--- src/rtl/bps_gen_pkg.sv ---
// Shared types and default divisors for the UART bit-rate generator.
package bps_gen_pkg;

    typedef enum logic {
        IDLE,
        RUN
    } state_t;

    localparam int MIN_DIV  = 32;
    localparam int DEF_DIV0 = 5208;
    localparam int DEF_DIV1 = 2604;
    localparam int DEF_DIV2 = 434;
    localparam int DEF_DIV3 = 868;

endpackage

--- src/rtl/bps_div_sel.sv ---
// Custom divisor register with minimum-value filter and rate select mux.
module bps_div_sel
    import bps_gen_pkg::*;
#(
    parameter int CNT_W = 16,
    parameter int MIN   = MIN_DIV,
    parameter int DIV0  = DEF_DIV0,
    parameter int DIV1  = DEF_DIV1,
    parameter int DIV2  = DEF_DIV2,
    parameter int DIV3  = DEF_DIV3
) (
    input  logic             clk,
    input  logic             rst,
    input  logic [1:0]       baud_sel,
    input  logic             div_we,
    input  logic [CNT_W-1:0] div_in,
    output logic [CNT_W-1:0] div_sel
);

    logic [CNT_W-1:0] div_cus;

    // Too-small divisors would leave no room for the oversample counter.
    always_ff @(posedge clk or negedge rst) begin
        if (!rst) begin
            div_cus <= CNT_W'(DIV3);
        end else if (div_we && div_in >= CNT_W'(MIN)) begin
            div_cus <= div_in;
        end
    end

    always_comb begin
        div_sel = div_cus;
        unique case (baud_sel)
            2'd0:    div_sel = CNT_W'(DIV0);
            2'd1:    div_sel = CNT_W'(DIV1);
            2'd2:    div_sel = CNT_W'(DIV2);
            default: div_sel = div_cus;
        endcase
    end

endmodule

--- src/rtl/bps_gen_param.sv ---
// UART frame timer: mid-bit sample, bit edge, 16x tick, bit index, frame end.
module bps_gen_param
    import bps_gen_pkg::*;
#(
    parameter int CNT_W      = 16,
    parameter int OS_LOG2    = 4,
    parameter int FRAME_BITS = 10,
    parameter int DIV0       = DEF_DIV0,
    parameter int DIV1       = DEF_DIV1,
    parameter int DIV2       = DEF_DIV2,
    parameter int DIV3       = DEF_DIV3
) (
    input  logic             clk,
    input  logic             rst,
    input  logic             bps_start,
    input  logic [1:0]       baud_sel,
    input  logic             div_we,
    input  logic [CNT_W-1:0] div_in,
    output logic             bps_clk,
    output logic             bit_edge,
    output logic             os_tick,
    output logic [3:0]       bit_idx,
    output logic             frame_done,
    output logic             busy
);

    state_t           state;
    logic [CNT_W-1:0] cnt;
    logic [CNT_W-1:0] os_cnt;
    logic [CNT_W-1:0] div_l;
    logic [CNT_W-1:0] div_sel;
    logic [3:0]       bit_q;

    logic [CNT_W-1:0] half;
    logic [CNT_W-1:0] os_div;
    logic             run;
    logic             cnt_last;
    logic             os_last;
    logic             bit_last;

    bps_div_sel #(
        .CNT_W (CNT_W),
        .MIN   (2 ** (OS_LOG2 + 1)),
        .DIV0  (DIV0),
        .DIV1  (DIV1),
        .DIV2  (DIV2),
        .DIV3  (DIV3)
    ) u_div_sel (
        .clk      (clk),
        .rst      (rst),
        .baud_sel (baud_sel),
        .div_we   (div_we),
        .div_in   (div_in),
        .div_sel  (div_sel)
    );

    assign half     = div_l >> 1;
    assign os_div   = div_l >> OS_LOG2;
    assign run      = (state == RUN);
    assign cnt_last = (cnt == div_l - CNT_W'(1));
    assign os_last  = (os_cnt == os_div - CNT_W'(1));
    assign bit_last = (bit_q == 4'(FRAME_BITS - 1));

    always_ff @(posedge clk or negedge rst) begin
        if (!rst) begin
            state  <= IDLE;
            cnt    <= '0;
            os_cnt <= '0;
            bit_q  <= '0;
            div_l  <= CNT_W'(DIV0);
        end else begin
            case (state)
                IDLE: begin
                    cnt    <= '0;
                    os_cnt <= '0;
                    bit_q  <= '0;
                    if (bps_start) begin
                        div_l <= div_sel;
                        state <= RUN;
                    end
                end
                RUN: begin
                    if (!bps_start) begin
                        state  <= IDLE;
                        cnt    <= '0;
                        os_cnt <= '0;
                        bit_q  <= '0;
                    end else if (cnt_last) begin
                        cnt    <= '0;
                        os_cnt <= '0;
                        if (bit_last) begin
                            // Back-to-back frame picks up the current select.
                            bit_q <= '0;
                            div_l <= div_sel;
                        end else begin
                            bit_q <= bit_q + 4'd1;
                        end
                    end else begin
                        cnt    <= cnt + CNT_W'(1);
                        os_cnt <= os_last ? '0 : os_cnt + CNT_W'(1);
                    end
                end
                default: state <= IDLE;
            endcase
        end
    end

    assign bps_clk    = run && (cnt == half);
    assign bit_edge   = run && cnt_last;
    assign os_tick    = run && os_last;
    assign frame_done = run && cnt_last && bit_last;
    assign bit_idx    = run ? bit_q : 4'd0;
    assign busy       = run;

endmodule

--- config.mk ---
export PLATFORM = sky130hd
export DESIGN_NAME = bps_gen_param
export DESIGN_NICKNAME = d
export VERILOG_FILES = /design/src/rtl/bps_gen_pkg.sv /design/src/rtl/bps_div_sel.sv /design/src/rtl/bps_gen_param.sv
export SDC_FILE = /design/constraint.sdc
export NUM_CORES = 1
export LEC_CHECK = 0
export CAP_MARGIN = 20
export CELL_PAD_IN_SITES_DETAIL_PLACEMENT = 1
export CELL_PAD_IN_SITES_GLOBAL_PLACEMENT = 1
export CORE_MARGIN = 8
export CORE_UTILIZATION = 45
export CTS_BUF_LIST = sky130_fd_sc_hd__clkbuf_8 sky130_fd_sc_hd__clkbuf_16
export DETAILED_ROUTE_END_ITERATION = 10
export GPL_TIMING_DRIVEN = 0
export PLACE_DENSITY = 0.83
export SYNTH_ARGS = -nofsm -noshare
export SYNTH_HDL_FRONTEND = slang
export SYNTH_HIERARCHICAL = 1
export SYNTH_SLANG_ARGS = --single-unit
--- constraint.sdc ---
create_clock -name clk -period 4.35 [get_ports clk]
set_clock_uncertainty 0.05 [all_clocks]
set_input_delay 0.87 -clock clk [delete_from_list [all_inputs] [get_ports clk]]
set_output_delay 0.87 -clock clk [all_outputs]
set_load 0.02 [all_outputs]
==> flow_summary.json <==
{
  "synthCells": 458,
  "grt_max_degree": 70,
  "grt.total_usage_pct": 18.7,
  "final_core_util_pct": 53.8,
  "worstPathArrival_ns": 3.32,
  "ys_ff_latch": 69,
  "synth_area_leaders": "dfrtp_1 (34%), xnor2_1 (8.9%), dfstp_2 (6.0%), mux2_2 (5.9%), xor2_1 (5.6%)",
  "clock_latency_ns": 0.36,
  "gr-usage-met3_pct": 3.22,
  "ys_seq_area_share_pct": 39.9,
  "ys.flop_type": "dfrtp_1",
  "yosysTopAreaCell": "dfrtp_1",
  "rows": 36,
  "power.total_mw": 1.82,
  "min_from": "u_div_sel/div_cus[7]$_DFFE_PN0P_",
  "num-nets-final": 534,
  "setup-tns-final_ns": 0,
  "grt-busiest-layer": "met2",
  "drive_gt1_share_pct": 17.9,
  "dpl_cell_area_sq_um": 4820,
  "num_io_pins": 31,
  "numCtsBuffers": 9,
  "r2r-end": "div_l[13]$_DFFE_PN0P_",
  "grt-ovfl-total": 0,
  "hold_buffers": 0,
  "ir_drop_mv": 0.232,
  "slew_viol_final": 0,
  "final_cell_mix": "dfrtp_1 (58), nor2_1 (50), xnor2_1 (44)",
  "required_ns": 3.43,
  "hpwl_mm": 8.06,
  "ant_nets": 0,
  "vias_per_cell": 5.47,
  "r2r_slack_ns": 0.85,
  "clkSinkCount": 69,
  "cts.clk_slew.worst_paths_ns": 0.08,
  "yosysWarnings": 6,
  "r2r_start": "div_l[0]$_DFFE_PN0P_",
  "die_area_sq_um": 13100,
  "synthesis.nets": 490,
  "die_y_um": 114,
  "root_buffer": "clkbuf_8",
  "path_class": "reg -> out",
  "start_util_pct": 45.4,
  "h-tree-depth": 3,
  "drv_cap": 0,
  "post-place-ws_ns": -0.253,
  "hp-class": "reg -> reg",
  "grtUsageMet2_pct": 33.7,
  "setup_viol": 0,
  "antenna_cells": 0,
  "portBuffers": 30,
  "drc_errors": 0,
  "synth.cell_area_sq_um": 4350,
  "syn_area_per_cell_sq_um": 9.51,
  "routedWlPerCell_um": 17.7,
  "register_area_sq_um": 1740,
  "status": "finished clean",
  "grt_pass1_vias": 3908,
  "min_period_ns": 4.24,
  "power_density_nw_per_um2": 353,
  "yosysTopAreaCellShare_pct": 33.9,
  "slew_headroom_pct": 42.3,
  "startpoint_type": "flip-flop",
  "postLayoutCellArea_sq_um": 5160,
  "multi_input_area_sq_um": 2450,
  "hold_violations": 0,
  "clockBufferDepth": 2,
  "async_flop_share_pct": 100,
  "dr_total_vias": 3498,
  "grt_use_met1_pct": 21.2,
  "end_kind": "primary output",
  "period_share_pct": 97.5,
  "leakage_nw": 2.13,
  "fin_ws_ns": 0.110,
  "antenna_found_initial": 0,
  "clock.fmax_mhz": 236,
  "gp_congestion": 0.785,
  "synth-edff-count": 0,
  "n_fill_cell": 1106,
  "whs_path_depth": 1,
  "synth.distinct_cells": 55,
  "reg2regPathDepth": 11,
  "core_area_sq_um": 9590,
  "drt_wl_total_mm": 11.3,
  "drt_first_pass_iters": 4,
  "area_growth_pct": 18.4,
  "tightest_slew_ns": 0.865,
  "holdPathEnd": "u_div_sel/div_cus[7]$_DFFE_PN0P_",
  "drt_iter0_drc": 156,
  "cts_tree": "done",
  "layout.cells.most_common": "dfrtp_1",
  "path_max_fanout": 10,
  "grt_pass1_wl_mm": 19.3,
  "die_w_um": 114
}
-- cell usage after synthesis (all sizes together) (2+ instances only) --
cell type,count
a31oi,3
a22o,11
o21ai,12
mux2,23
and2,8
nand4,10
or4,4
o211ai,2
xnor2,44
dfrtp,59
nor3,5
and3,9
dfstp,10
or3,6
nor2b,3
o31a,2
a211o,2
a211oi,2
clkbuf,16
inv,16
and4,2
buf,14
nand3,25
nand2,38
ha,10
xor2,28
nand3b,2
a21oi,14
nand2b,4
nor4,9
nor2,50
nor3b,3
-- metrics by stage --
stage | hold WS (ns) | std cells
2_1_floorplan | 0.409 | 458
3_5_place_dp | 0.440 | 621
3_3_place_gp | 0.438 | 621
6_report | 0.464 | 640
5_1_grt | 0.469 | 640
4_1_cts | 0.465 | 638
-- routing by layer --
layer | routed length, um | part of all wire, %
met1 | 5040 | 45
met2 | 5800 | 51
met3 | 246 | 2.2
met4 | 225 | 2.0
met5 | 0 | 0
-- state kept, by name, indices dropped and copies added, names as in the netlist --
name and flops:
cnt 16, div_l 16, os_cnt 16, u_div_sel/div_cus 16, bit_q 4, busy 1
-- kinds of logic (layout without fill, tap and decap cells) --
group	count (synthesis)	after routing	synth area share (%)
and+or+nand+nor	183	183	22.0
xor gates and xnor gates	72	72	14.5
buffers and inverters	46	95	5.29
muxes	24	24	6.18
adders and majority gates	10	10	2.87
DFF	69	69	39.9
AOI/OAI and AO/OA	54	54	9.22
-- power breakdown --
| group | internal (mW) | leakage (nW) | total, mW | switching (mW) |
|---|---|---|---|---|
| clock | 0.380 | 0.125 | 0.648 | 0.269 |
| sequential | 0.688 | 0.891 | 0.728 | 0.0401 |
| combinational | 0.200 | 1.12 | 0.443 | 0.243 |
-- worst max-delay path, stage by stage, from the launching register on --
cell	delay (ns)
dfrtp_1	0.44
inv_1	0.09
ha_1	0.17
nor3b_4	0.35
a21oi_1	0.12
or4_1	0.59
nor4_4	0.38
nand4_4	0.13
buf_6	0.17
nor4_2	0.23
clkdlybuf4s15_2	0.30
-- worst max path at each step --
stage / from / end / slack, ns / cells past startpoint
4_1_cts: div_l[5]$_DFFE_PN0P_ / frame_done / 0.008 / 11
5_1_grt: div_l[0]$_DFFE_PN0P_ / frame_done / -0.05 / 10
3_3_place_gp: div_l[4]$_DFFE_PN1P_ / frame_done / -0.16 / 11
6_report: div_l[0]$_DFFE_PN0P_ / frame_done / 0.11 / 10
3_5_place_dp: div_l[4]$_DFFE_PN1P_ / frame_done / -0.25 / 11
2_1_floorplan: div_l[4]$_DFFE_PN1P_ / frame_done / 0.35 / 10
-- area by class of cell --
| cell class | instances | area share (%) |
|---|---|---|
| buffer | 27 | 3.06 |
| clock buffer | 9 | 2.40 |
| clock inverter | 7 | 2.26 |
| inverter | 16 | 1.16 |
| multi-input combinational | 343 | 47.5 |
| sequential | 69 | 33.7 |
| tap | 133 | 3.23 |
| timing repair buffer | 36 | 6.65 |
-- what timing repair did --
| action | in CTS | in global routing |
|---|---|---|
| endpoints found under the setup margin | 3 | 3 |
| pin swaps | 2 | 2 |
| buffers inserted | 2 | 4 |
| resized for setup | 13 | 4 |
Note: power is estimated with default switching activity, not from simulation.
